$ cat src/rtl/mmio_io_ctrl.sv
// mmio_io_ctrl: memory-mapped I/O block sitting beside the 256-word RAM on the
// CPU memory bus. It provides synchronized switch reads, a sticky switch-change
// register that clears on read, an LED register and a 4-digit hex display.
//
// Bus protocol: mem_cmd/mem_addr/write_data are a single-cycle command with no
// handshake. A WRITE takes effect on the next rising clock edge. A READ is
// answered combinationally in the same cycle; io_read_en qualifies
// io_read_data. The top level gates the shared read bus with io_read_en, so
// this block never drives Z.
module mmio_io_ctrl #(
  parameter logic [8:0] SW_ADDR   = 9'h140,
  parameter logic [8:0] EDGE_ADDR = 9'h141,
  parameter logic [8:0] LED_ADDR  = 9'h100,
  parameter logic [8:0] HEX_ADDR  = 9'h120,
  parameter logic [1:0] CMD_READ  = 2'b01,
  parameter logic [1:0] CMD_WRITE = 2'b10
) (
  input  logic        clk,
  input  logic        reset_n,
  input  logic [1:0]  mem_cmd,
  input  logic [8:0]  mem_addr,
  input  logic [15:0] write_data,
  output logic [15:0] io_read_data,
  output logic        io_read_en,
  input  logic [9:0]  sw,
  output logic [7:0]  ledr,
  output logic [6:0]  hex0,
  output logic [6:0]  hex1,
  output logic [6:0]  hex2,
  output logic [6:0]  hex3
);

  logic [9:0]  sw_s1;
  logic [9:0]  sw_s2;
  logic [7:0]  sw_prev;
  logic [7:0]  edge_reg;
  logic        rd_edge_d;
  logic [15:0] hex_reg;

  logic        rd_edge;
  logic [7:0]  chg;
  logic [7:0]  clr_mask;

  // sw[9:8] pass through the synchronizer but have no address yet.
  logic [1:0]  unused_sw_hi;
  assign unused_sw_hi = sw_s2[9:8];

  // Standard 0-F decode, active-low segments ordered gfedcba.
  function automatic logic [6:0] seg7(input logic [3:0] d);
    logic [6:0] s;
    case (d)
      4'h0: s = 7'b1000000;
      4'h1: s = 7'b1111001;
      4'h2: s = 7'b0100100;
      4'h3: s = 7'b0110000;
      4'h4: s = 7'b0011001;
      4'h5: s = 7'b0010010;
      4'h6: s = 7'b0000010;
      4'h7: s = 7'b1111000;
      4'h8: s = 7'b0000000;
      4'h9: s = 7'b0010000;
      4'ha: s = 7'b0001000;
      4'hb: s = 7'b0000011;
      4'hc: s = 7'b1000110;
      4'hd: s = 7'b0100001;
      4'he: s = 7'b0000110;
      default: s = 7'b0001110;
    endcase
    return s;
  endfunction

  // Clear only on the first cycle of a read burst, so a held read clears once
  // and edges arriving later in the hold survive for the next read.
  always_comb begin
    rd_edge  = (mem_cmd == CMD_READ) && (mem_addr == EDGE_ADDR);
    chg      = sw_s2[7:0] ^ sw_prev;
    clr_mask = (rd_edge && !rd_edge_d) ? edge_reg : 8'h00;
  end

  // Two-flop switch synchronizer plus sticky edge capture (set wins over clear).
  always_ff @(posedge clk or negedge reset_n) begin
    if (!reset_n) begin
      sw_s1     <= '0;
      sw_s2     <= '0;
      sw_prev   <= '0;
      edge_reg  <= '0;
      rd_edge_d <= 1'b0;
    end else begin
      sw_s1     <= sw;
      sw_s2     <= sw_s1;
      sw_prev   <= sw_s2[7:0];
      edge_reg  <= (edge_reg & ~clr_mask) | chg;
      rd_edge_d <= rd_edge;
    end
  end

  // CPU writes to the LED and hex registers; all other write targets ignored.
  always_ff @(posedge clk or negedge reset_n) begin
    if (!reset_n) begin
      ledr    <= '0;
      hex_reg <= '0;
    end else if (mem_cmd == CMD_WRITE) begin
      if (mem_addr == LED_ADDR) ledr    <= write_data[7:0];
      if (mem_addr == HEX_ADDR) hex_reg <= write_data;
    end
  end

  // Read decode from registered state; LED is write-only, RAM space never hits.
  always_comb begin
    io_read_en   = 1'b0;
    io_read_data = 16'h0000;
    if (mem_cmd == CMD_READ) begin
      if (mem_addr == SW_ADDR) begin
        io_read_en   = 1'b1;
        io_read_data = {8'h00, sw_s2[7:0]};
      end else if (mem_addr == EDGE_ADDR) begin
        io_read_en   = 1'b1;
        io_read_data = {8'h00, edge_reg};
      end else if (mem_addr == HEX_ADDR) begin
        io_read_en   = 1'b1;
        io_read_data = hex_reg;
      end
    end
  end

  // Display follows hex_reg in the same cycle it changes.
  always_comb begin
    hex0 = seg7(hex_reg[3:0]);
    hex1 = seg7(hex_reg[7:4]);
    hex2 = seg7(hex_reg[11:8]);
    hex3 = seg7(hex_reg[15:12]);
  end

endmodule

$ cat config.mk
export PLATFORM = sky130hd
export DESIGN_NAME = mmio_io_ctrl
export DESIGN_NICKNAME = d
export VERILOG_FILES = /design/src/rtl/mmio_io_ctrl.sv
export SDC_FILE = /design/constraint.sdc
export NUM_CORES = 1
export LEC_CHECK = 0
export CAP_MARGIN = 20
export CORE_MARGIN = 4
export CORE_UTILIZATION = 44
export CTS_CLUSTER_DIAMETER = 80
export CTS_CLUSTER_SIZE = 24
export DETAILED_ROUTE_END_ITERATION = 7
export PLACE_DENSITY = 0.74
export SETUP_SLACK_MARGIN = 0.15
export SLEW_MARGIN = 20
export SYNTH_ARGS = -nofsm -noshare
export SYNTH_HDL_FRONTEND = slang
export SYNTH_SLANG_ARGS = --single-unit
$ cat constraint.sdc
create_clock -name clk -period 2.6 [get_ports clk]
set_clock_uncertainty 0.05 [all_clocks]
set_input_delay 0.78 -clock clk [delete_from_list [all_inputs] [get_ports clk]]
set_output_delay 0.78 -clock clk [all_outputs]
set_load 0.02 [all_outputs]
==> results of run 1 <==
[cell type report]
class	count	area [µm²]	share of cell area, %
Clock inverter	6	42.54	0.7706
Multi-Input combinational cell	206	2150	38.94
Sequential cell	57	1435	26.00
Inverter	18	72.57	1.315
Timing Repair Buffer	172	1559	28.24
Tap cell	99	123.9	2.244
Clock buffer	10	137.6	2.493
[how the worst max path moves through the flow]
| stage | start | end | slack [ns] | depth (start not counted) |
|---|---|---|---|---|
| after floorplan | mem_addr[1] | io_read_data[0] | -0.07 | 4 |
| after global placement | mem_addr[1] | io_read_data[4] | -1.09 | 6 |
| after detailed placement | mem_addr[1] | io_read_data[2] | -1.13 | 6 |
| after CTS | mem_addr[3] | io_read_data[2] | -0.32 | 6 |
| after global routing | mem_addr[1] | io_read_data[6] | -0.35 | 6 |
| final | mem_addr[1] | io_read_data[6] | -0.32 | 6 |
[power by group through the flow]
stage,registers (W),clock network [W],logic [W]
floorplan,0.000943,0,0.0000918
detailed placement,0.000946,0,0.000247
finish,0.000931,0.000759,0.000280
CTS,0.000930,0.000769,0.000253
global route,0.000933,0.000821,0.000301
global placement,0.000945,0,0.000244
[metal layers]
metal / track usage [%] / vias to the layer above
met5: 0 / -
met4: 5.897 / 0
met1: 25.09 / 1410
met2: 35.76 / 91
li1: - / 1382
met3: 5.737 / 13
[metrics by stage]
stage / TNS (ns) / cells / setup slack [ns]
finish: -4.372 / 568 / -0.3182
CTS: -4.751 / 552 / -0.3248
detailed placement: -18.43 / 523 / -1.131
global route: -4.981 / 568 / -0.3499
floorplan: -0.7615 / 297 / -0.07281
global placement: -17.85 / 523 / -1.093
[cells in the final DEF, fill, tap and decap left out, types with 10 or more instances in the layout]
cell	n
sky130_fd_sc_hd__nor2_4	10
sky130_fd_sc_hd__ha_1	11
sky130_fd_sc_hd__clkdlybuf4s50_1	34
sky130_fd_sc_hd__mux2_4	13
sky130_fd_sc_hd__o21ai_1	12
sky130_fd_sc_hd__o21ai_0	13
sky130_fd_sc_hd__buf_6	47
sky130_fd_sc_hd__clkbuf_8	10
sky130_fd_sc_hd__dfrtp_1	50
sky130_fd_sc_hd__buf_4	76
sky130_fd_sc_hd__ha_4	10
sky130_fd_sc_hd__mux2_2	23
sky130_fd_sc_hd__nand2_1	11
[what timing repair did]
action                                  in CTS  in global routing
gates resized for setup                    314                108
cloned                                       1                  0
buffers inserted                            12                 16
pin swaps                                   14                 35
hold endpoints to repair                     0                  0
endpoints found under the setup margin      45                 41
[cells by family after synthesis]
kind of cell	Yosys count
AND/OR/NAND/NOR	72
AO/OA/AOI/OAI	59
flip-flops	57
multiplexers	43
buffers and inverters	34
adder cells (fa/ha/maj)	24
XOR/XNOR	8
[worst reg2reg max path, delay by kind of cell, from the launching register on]
kind / cells / cell delay (ns)
buf+inv: 4 / 0.50
flops: 1 / 0.40
mux: 1 / 0.25
==> results.rst, run 1 <==
.. list-table::
   :header-rows: 1

   * - Metric
     - Value
   * - Run status
     - finished, violations left
   * - Violations in the final reports
     - setup timing
   * - Die area
     - 8920 µm²
   * - Share of total power in the clock network
     - 38.5%
   * - Area of the core
     - 7253 µm²
   * - Sw frac
     - 26.96%
   * - Number of buffers on the longest clock path
     - 2
   * - Routed metal-1 wirelength
     - 3804 µm
   * - Count of endpoints failing setup in the final report
     - 18
   * - Cell accounting for the most synthesized area
     - sky130_fd_sc_hd__dfrtp_1
   * - Area fraction in and, or, nand and nor cells after synthesis
     - 14.04%
   * - Power dissipated by switching net loads
     - 0.0005310 W
   * - Critical register-to-register path endpoint
     - hex_reg[0]
   * - Crit-path leading delay family
     - simple AND/OR/NAND/NOR gates
   * - R2r startpoint
     - hex_reg[0]
   * - # DRC
     - 0
   * - Startpoint kind of the worst setup timing path
     - input port
   * - Total number of placement rows
     - 31
   * - Hold path cells
     - 0
   * - Routed via count divided by cell count
     - 5.099
   * - Clock latency of the later-clocked register in the worst-skew pair
     - 0.34 ns
   * - Area fraction in compound gates after synthesis
     - 11.00%
   * - Largest stage delay, worst path
     - 0.57 ns
   * - Primary flip-flop cell chosen by synthesis mapping
     - sky130_fd_sc_hd__dfrtp_1
   * - Largest net degree at the start of global routing
     - 23
   * - Final number of max-transition violations
     - 0
   * - Multiplexer area fraction after synthesis
     - 15.98%
   * - Area grow syn2layout
     - 67.88%
   * - Total buffers and inverters traversed by the critical path
     - 3
   * - Clk root buf
     - sky130_fd_sc_hd__clkbuf_8
   * - Top-count cell post-synth
     - sky130_fd_sc_hd__dfrtp_1
   * - Total met2 wirelength after detailed routing
     - 4903 µm
   * - Count of hold buffers inserted by post-cts repair
     - 0
   * - Fill cell instance count of the final layout
     - 472
   * - Fraction of layout cells with a size suffix above 1
     - 58.85%
   * - CTS tree
     - built
   * - Transition time at the pin with the least slew margin
     - 0.5417 ns
   * - Worst Hold Slack
     - 0.2930 ns
   * - Clock sinks
     - 57
   * - Pwr Density
     - 356.8 nW/µm²
   * - Fraction of synthesized cell area in xor and xnor cells
     - 2.131%
   * - Final antenna-violating net count
     - 0
   * - Setup repair after global routing missed its margin
     - true
   * - Gpl congestion
     - 0.8507
   * - Max-capacitance violation count
     - 0
   * - Routed wire per std cell
     - 16.52 µm
   * - Design Power
     - 0.001970 W
   * - Combinational family with the most area after synthesis
     - multiplexers
   * - IO Count
     - 92
   * - Overall global routing resource usage
     - 20.63%
   * - Global-route wire length before repair
     - 14230 µm
   * - Dpl hpwl
     - 6206 µm
   * - Combinational share of power
     - 14.2%
   * - Initial antenna violation count
     - 0
   * - Part of the Yosys area used for sequential elements
     - 43.38%
   * - Cell leakage power
     - 2.478 nW
   * - Flip-flop count of the largest register, all copies and words added
     - 16
   * - Port-buffer cells
     - 89
   * - Proportion of power drawn by flip-flops and latches
     - 47.3%
   * - Level count of the clock H-tree
     - 3
   * - Highest routed layer
     - met4
   * - Drt pass-1 iters
     - 4
   * - Type of the worst min-delay path
     - register to register
   * - Width of the chip
     - 94.45 µm
   * - Post-synthesis adder-cell area fraction
     - 9.132%
   * - Reg2reg setup slack
     - 1.29 ns
   * - Avg Synthesized Cell Area
     - 11.07 µm²
   * - Ant diodes
     - 0
   * - Starting density of the core
     - 45.33%
   * - Met3 wirelength from detailed routing
     - 545 µm
   * - Critical setup path kind
     - input port to output port
   * - Most numerous cell on the critical path
     - sky130_fd_sc_hd__buf_6
   * - Register clock-pin slew on the reported worst setup and hold paths
     - 0.07 ns
   * - Via count of the first global-routing pass
     - 2862
   * - DRT iter0 DRCs
     - 58
   * - CP max FO
     - 8
   * - Number of nets in the layout
     - 527
   * - Number of buffers added by the clock tree synthesis step
     - 9
   * - Leftover overflow at the end of global routing
     - 0
   * - Required arrival time at the worst endpoint
     - 1.77 ns
   * - Worst Hold Launch
     - sw_s1[5]
   * - End-of-flow core utilization
     - 76.11%
   * - Synth Net Count
     - 360
   * - Worst voltage drop across the vdd grid
     - 256.0 µV
   * - Final Critical Period
     - 2.918 ns
   * - Type of element capturing the critical path
     - output port
   * - Setup slack of the critical path after layout
     - -0.3182 ns
   * - Yosys cell types
     - 38
   * - Cell area after placement
     - 4731 µm²
   * - Worst hold path endpoint
     - sw_s2[5]
   * - Max frequency
     - 0.3427 GHz
   * - Via count
     - 2896
   * - Async set-reset flop share out of synthesis
     - 100.0%
   * - Master of the slowest instance on the critical path
     - sky130_fd_sc_hd__or4b_4
   * - Final wirelength
     - 9384 µm
   * - Number of synthesized flops with an enable pin
     - 0
   * - Relative max-transition margin
     - 63.89%
   * - Die Height
     - 94.45 µm
   * - Cells after synthesis
     - 297
   * - Signal arrival time at the worst endpoint
     - 2.09 ns
   * - Top cells by area in the synthesized netlist
     - sky130_fd_sc_hd__dfrtp_1, sky130_fd_sc_hd__ha_1, sky130_fd_sc_hd__mux2_2
   * - Internal Pwr Total
     - 0.001439 W
   * - Worst reg2reg path depth
     - 5
   * - Layout Cell Area excl Fill
     - 5520 µm²
   * - Post-Syn Area
     - 3288 µm²
   * - Top-area cell type share of the netlist area
     - 43.38%
   * - Top cell types by occurrence after synthesis
     - sky130_fd_sc_hd__dfrtp_1, sky130_fd_sc_hd__o21ai_0, sky130_fd_sc_hd__mux2_2, sky130_fd_sc_hd__ha_1, sky130_fd_sc_hd__inv_1
   * - Hold violation total from the final report
     - 0
   * - Number of storage elements in the synthesis netlist
     - 57
   * - Chain of cells forming the critical path
     - buf_6, or4b_4, or2_4, buf_12, nor2_4, buf_6
   * - Total of warnings raised by yosys
     - 0
   * - Fraction of the cycle the final worst path needs
     - 112.2%
No activity file was read; power rests on OpenSTA's default activity.
==> run 2: changes to the inputs <==
SKIP_LAST_GASP = 1   (was default)
==> run 2 against run 1 <==
Net effect: the flow still finishes with violations (setup timing); clock-buffer cell count unchanged; core utilization down 0.95 points; final cell count decreased by 0.35%; maximum frequency is essentially flat; largest power group unchanged.
==> results.rst, run 2 (synthesis gave the netlist of run 1 again) <==
.. list-table::
   :header-rows: 1

   * - Metric
     - Value
   * - Level count of the clock H-tree
     - 3 (unchanged)
   * - Clock latency of the later-clocked register in the worst-skew pair
     - 0.34 ns (about the same)
   * - Fraction of the cycle the final worst path needs
     - 112.3% (about the same)
   * - Critical setup path kind
     - input port to output port
   * - Global-route wire length before repair
     - 14230 µm (about the same)
   * - Type of element capturing the critical path
     - output port
   * - Register clock-pin slew on the reported worst setup and hold paths
     - 0.07 ns (about the same)
   * - Setup repair after global routing missed its margin
     - true
   * - Worst reg2reg path depth
     - 5 (unchanged)
   * - Required arrival time at the worst endpoint
     - 1.77 ns (about the same)
   * - Run status
     - finished, violations left
   * - Ant diodes
     - 0 (unchanged)
   * - Flip-flop count of the largest register, all copies and words added
     - 16 (unchanged)
   * - Port-buffer cells
     - 89 (unchanged)
   * - Starting density of the core
     - 45.33% (unchanged)
   * - Share of total power in the clock network
     - 38.5% (about the same)
   * - Final number of max-transition violations
     - 0 (unchanged)
   * - Total number of placement rows
     - 31 (unchanged)
   * - Worst Hold Slack
     - 0.2939 ns (+0.0008740 ns)
   * - Most frequent standard cell in the layout excluding fill and tap cells
     - sky130_fd_sc_hd__buf_4
   * - Max frequency
     - 0.3425 GHz (about the same)
   * - Layout Cell Area excl Fill
     - 5451 µm² (-1.2%)
   * - Max-capacitance violation count
     - 0 (unchanged)
   * - Gpl congestion
     - 0.8507 (unchanged)
   * - Area of the core
     - 7253 µm² (unchanged)
   * - Type of the worst min-delay path
     - register to register
   * - Final wirelength
     - 9333 µm (-0.54%)
   * - Violations in the final reports
     - setup timing
   * - Hold violation total from the final report
     - 0 (unchanged)
   * - Overall global routing resource usage
     - 20.65% (about the same)
   * - Die area
     - 8920 µm² (unchanged)
   * - Cell area after placement
     - 4731 µm² (unchanged)
   * - Area grow syn2layout
     - 65.79%
   * - Count of hold buffers inserted by post-cts repair
     - 0 (unchanged)
   * - Power dissipated by switching net loads
     - 0.0005253 W (-1.1%)
   * - Final antenna-violating net count
     - 0 (unchanged)
   * - Combinational share of power
     - 14.1% (about the same)
   * - CP max FO
     - 8 (unchanged)
   * - Dpl hpwl
     - 6206 µm (unchanged)
   * - Sw frac
     - 26.78% (-0.18 points)
   * - Signal arrival time at the worst endpoint
     - 2.09 ns (about the same)
   * - Clk root buf
     - sky130_fd_sc_hd__clkbuf_8
   * - Startpoint kind of the worst setup timing path
     - input port
   * - CTS tree
     - built
   * - Via count
     - 2874 (-0.76%)
   * - Design Power
     - 0.001962 W (-0.42%)
   * - Number of nets in the layout
     - 525 (-0.38%)
   * - Internal Pwr Total
     - 0.001436 W (-0.17%)
   * - IO Count
     - 92 (unchanged)
   * - Width of the chip
     - 94.45 µm (unchanged)
   * - Fraction of layout cells with a size suffix above 1
     - 57.60% (-1.2 points)
   * - Number of buffers on the longest clock path
     - 2 (unchanged)
   * - Place WS
     - -1.131 ns (unchanged)
   * - Number of buffers added by the clock tree synthesis step
     - 9 (unchanged)
   * - Leftover overflow at the end of global routing
     - 0 (unchanged)
   * - Count of endpoints failing setup in the final report
     - 18 (unchanged)
   * - Setup slack of the critical path after layout
     - -0.3197 ns (-0.001519 ns)
   * - Leading cell types in the layout, fill and taps excluded
     - sky130_fd_sc_hd__buf_4, sky130_fd_sc_hd__dfrtp_1, sky130_fd_sc_hd__buf_6, sky130_fd_sc_hd__clkdlybuf4s50_1, sky130_fd_sc_hd__mux2_2
   * - Relative max-transition margin
     - 64.42% (+0.53 points)
   * - Worst voltage drop across the vdd grid
     - 256.2 µV (about the same)
   * - Proportion of power drawn by flip-flops and latches
     - 47.4% (about the same)
   * - Final Critical Period
     - 2.920 ns (+0.001519 ns)
   * - Hold path cells
     - 0 (unchanged)
   * - Routed via count divided by cell count
     - 5.078 (-0.41%)
   * - Clock sinks
     - 57 (unchanged)
   * - Drt pass-1 iters
     - 4 (unchanged)
   * - Cell leakage power
     - 2.457 nW (-0.85%)
   * - DRT iter0 DRCs
     - 67 (+16%)
   * - Pwr Density
     - 359.8 nW/µm² (+0.84%)
   * - Initial antenna violation count
     - 0 (unchanged)
   * - Routed wire per std cell
     - 16.49 µm (-0.19%)
   * - Die Height
     - 94.45 µm (unchanged)
   * - Largest net degree at the start of global routing
     - 23 (unchanged)
   * - Transition time at the pin with the least slew margin
     - 0.5336 ns (-0.008022 ns)
   * - # DRC
     - 0 (unchanged)
   * - Via count of the first global-routing pass
     - 2865 (+0.10%)
## run 2: worst max-delay path: stages
cell                     delay [ns]
sky130_fd_sc_hd__buf_6         0.09
sky130_fd_sc_hd__or4b_4        0.57
sky130_fd_sc_hd__or2_4         0.26
sky130_fd_sc_hd__buf_12        0.16
sky130_fd_sc_hd__nor2_4        0.11
sky130_fd_sc_hd__buf_6         0.12
## run 2: worst paths after layout
check	startpoint	endpoint	slack (ns)
worst max-delay path	mem_addr[1]	io_read_data[6]	-0.32
worst min-delay path	sw_s1[5]	sw_s2[5]	0.29
worst max register to register	hex_reg[0]	hex_reg[0]	1.30
worst min register to register	sw_s1[5]	sw_s2[5]	0.29
max in group asynchronous	reset_n	hex_reg[10]	1.51
min in group asynchronous	reset_n	edge_reg[3]	0.33
## run 2: power by group through the flow
stage	sequential [W]	clock, W	combinational, W
after CTS	0.000929	0.000769	0.000251
after floorplan	0.000943	0	0.0000918
after detailed placement	0.000946	0	0.000247
final	0.000931	0.000755	0.000276
after global placement	0.000945	0	0.000244
after global routing	0.000933	0.000822	0.000297
## run 2: final cells by class
type,count,area (µm²)
multi-input combinational,206,2113
tap,99,123.9
inverter,18,72.57
fill,485,1802
clock inverter,6,42.54
timing repair buffer,170,1526
sequential,57,1435
clock buffer,10,137.6
## run 2: through the flow
step | cells | TNS, ns | util [%]
after floorplan | 297 | -0.7615 | -
after global placement | 523 | -17.85 | 65.22
final | 566 | -4.304 | 75.16
after CTS | 552 | -4.751 | 69.64
after global routing | 566 | -5.027 | 75.16
after detailed placement | 523 | -18.43 | 65.22
## run 2: timing repair
item / CTS / global route
gates resized for setup: 307 / 103
setup buffers: 12 / 14
endpoints found under the setup margin: 45 / 43
pin swaps: 11 / 32
cloned: 1 / 0
## run 2: routing by layer
layer / global-route usage, % / vias to the layer above / share of wire, %
met5: 0 / - / 0
met4: 6.137 / 0 / 1.0
met3: 5.657 / 6 / 5.8
met2: 35.70 / 96 / 53
met1: 25.14 / 1402 / 41
li1: - / 1370 / -
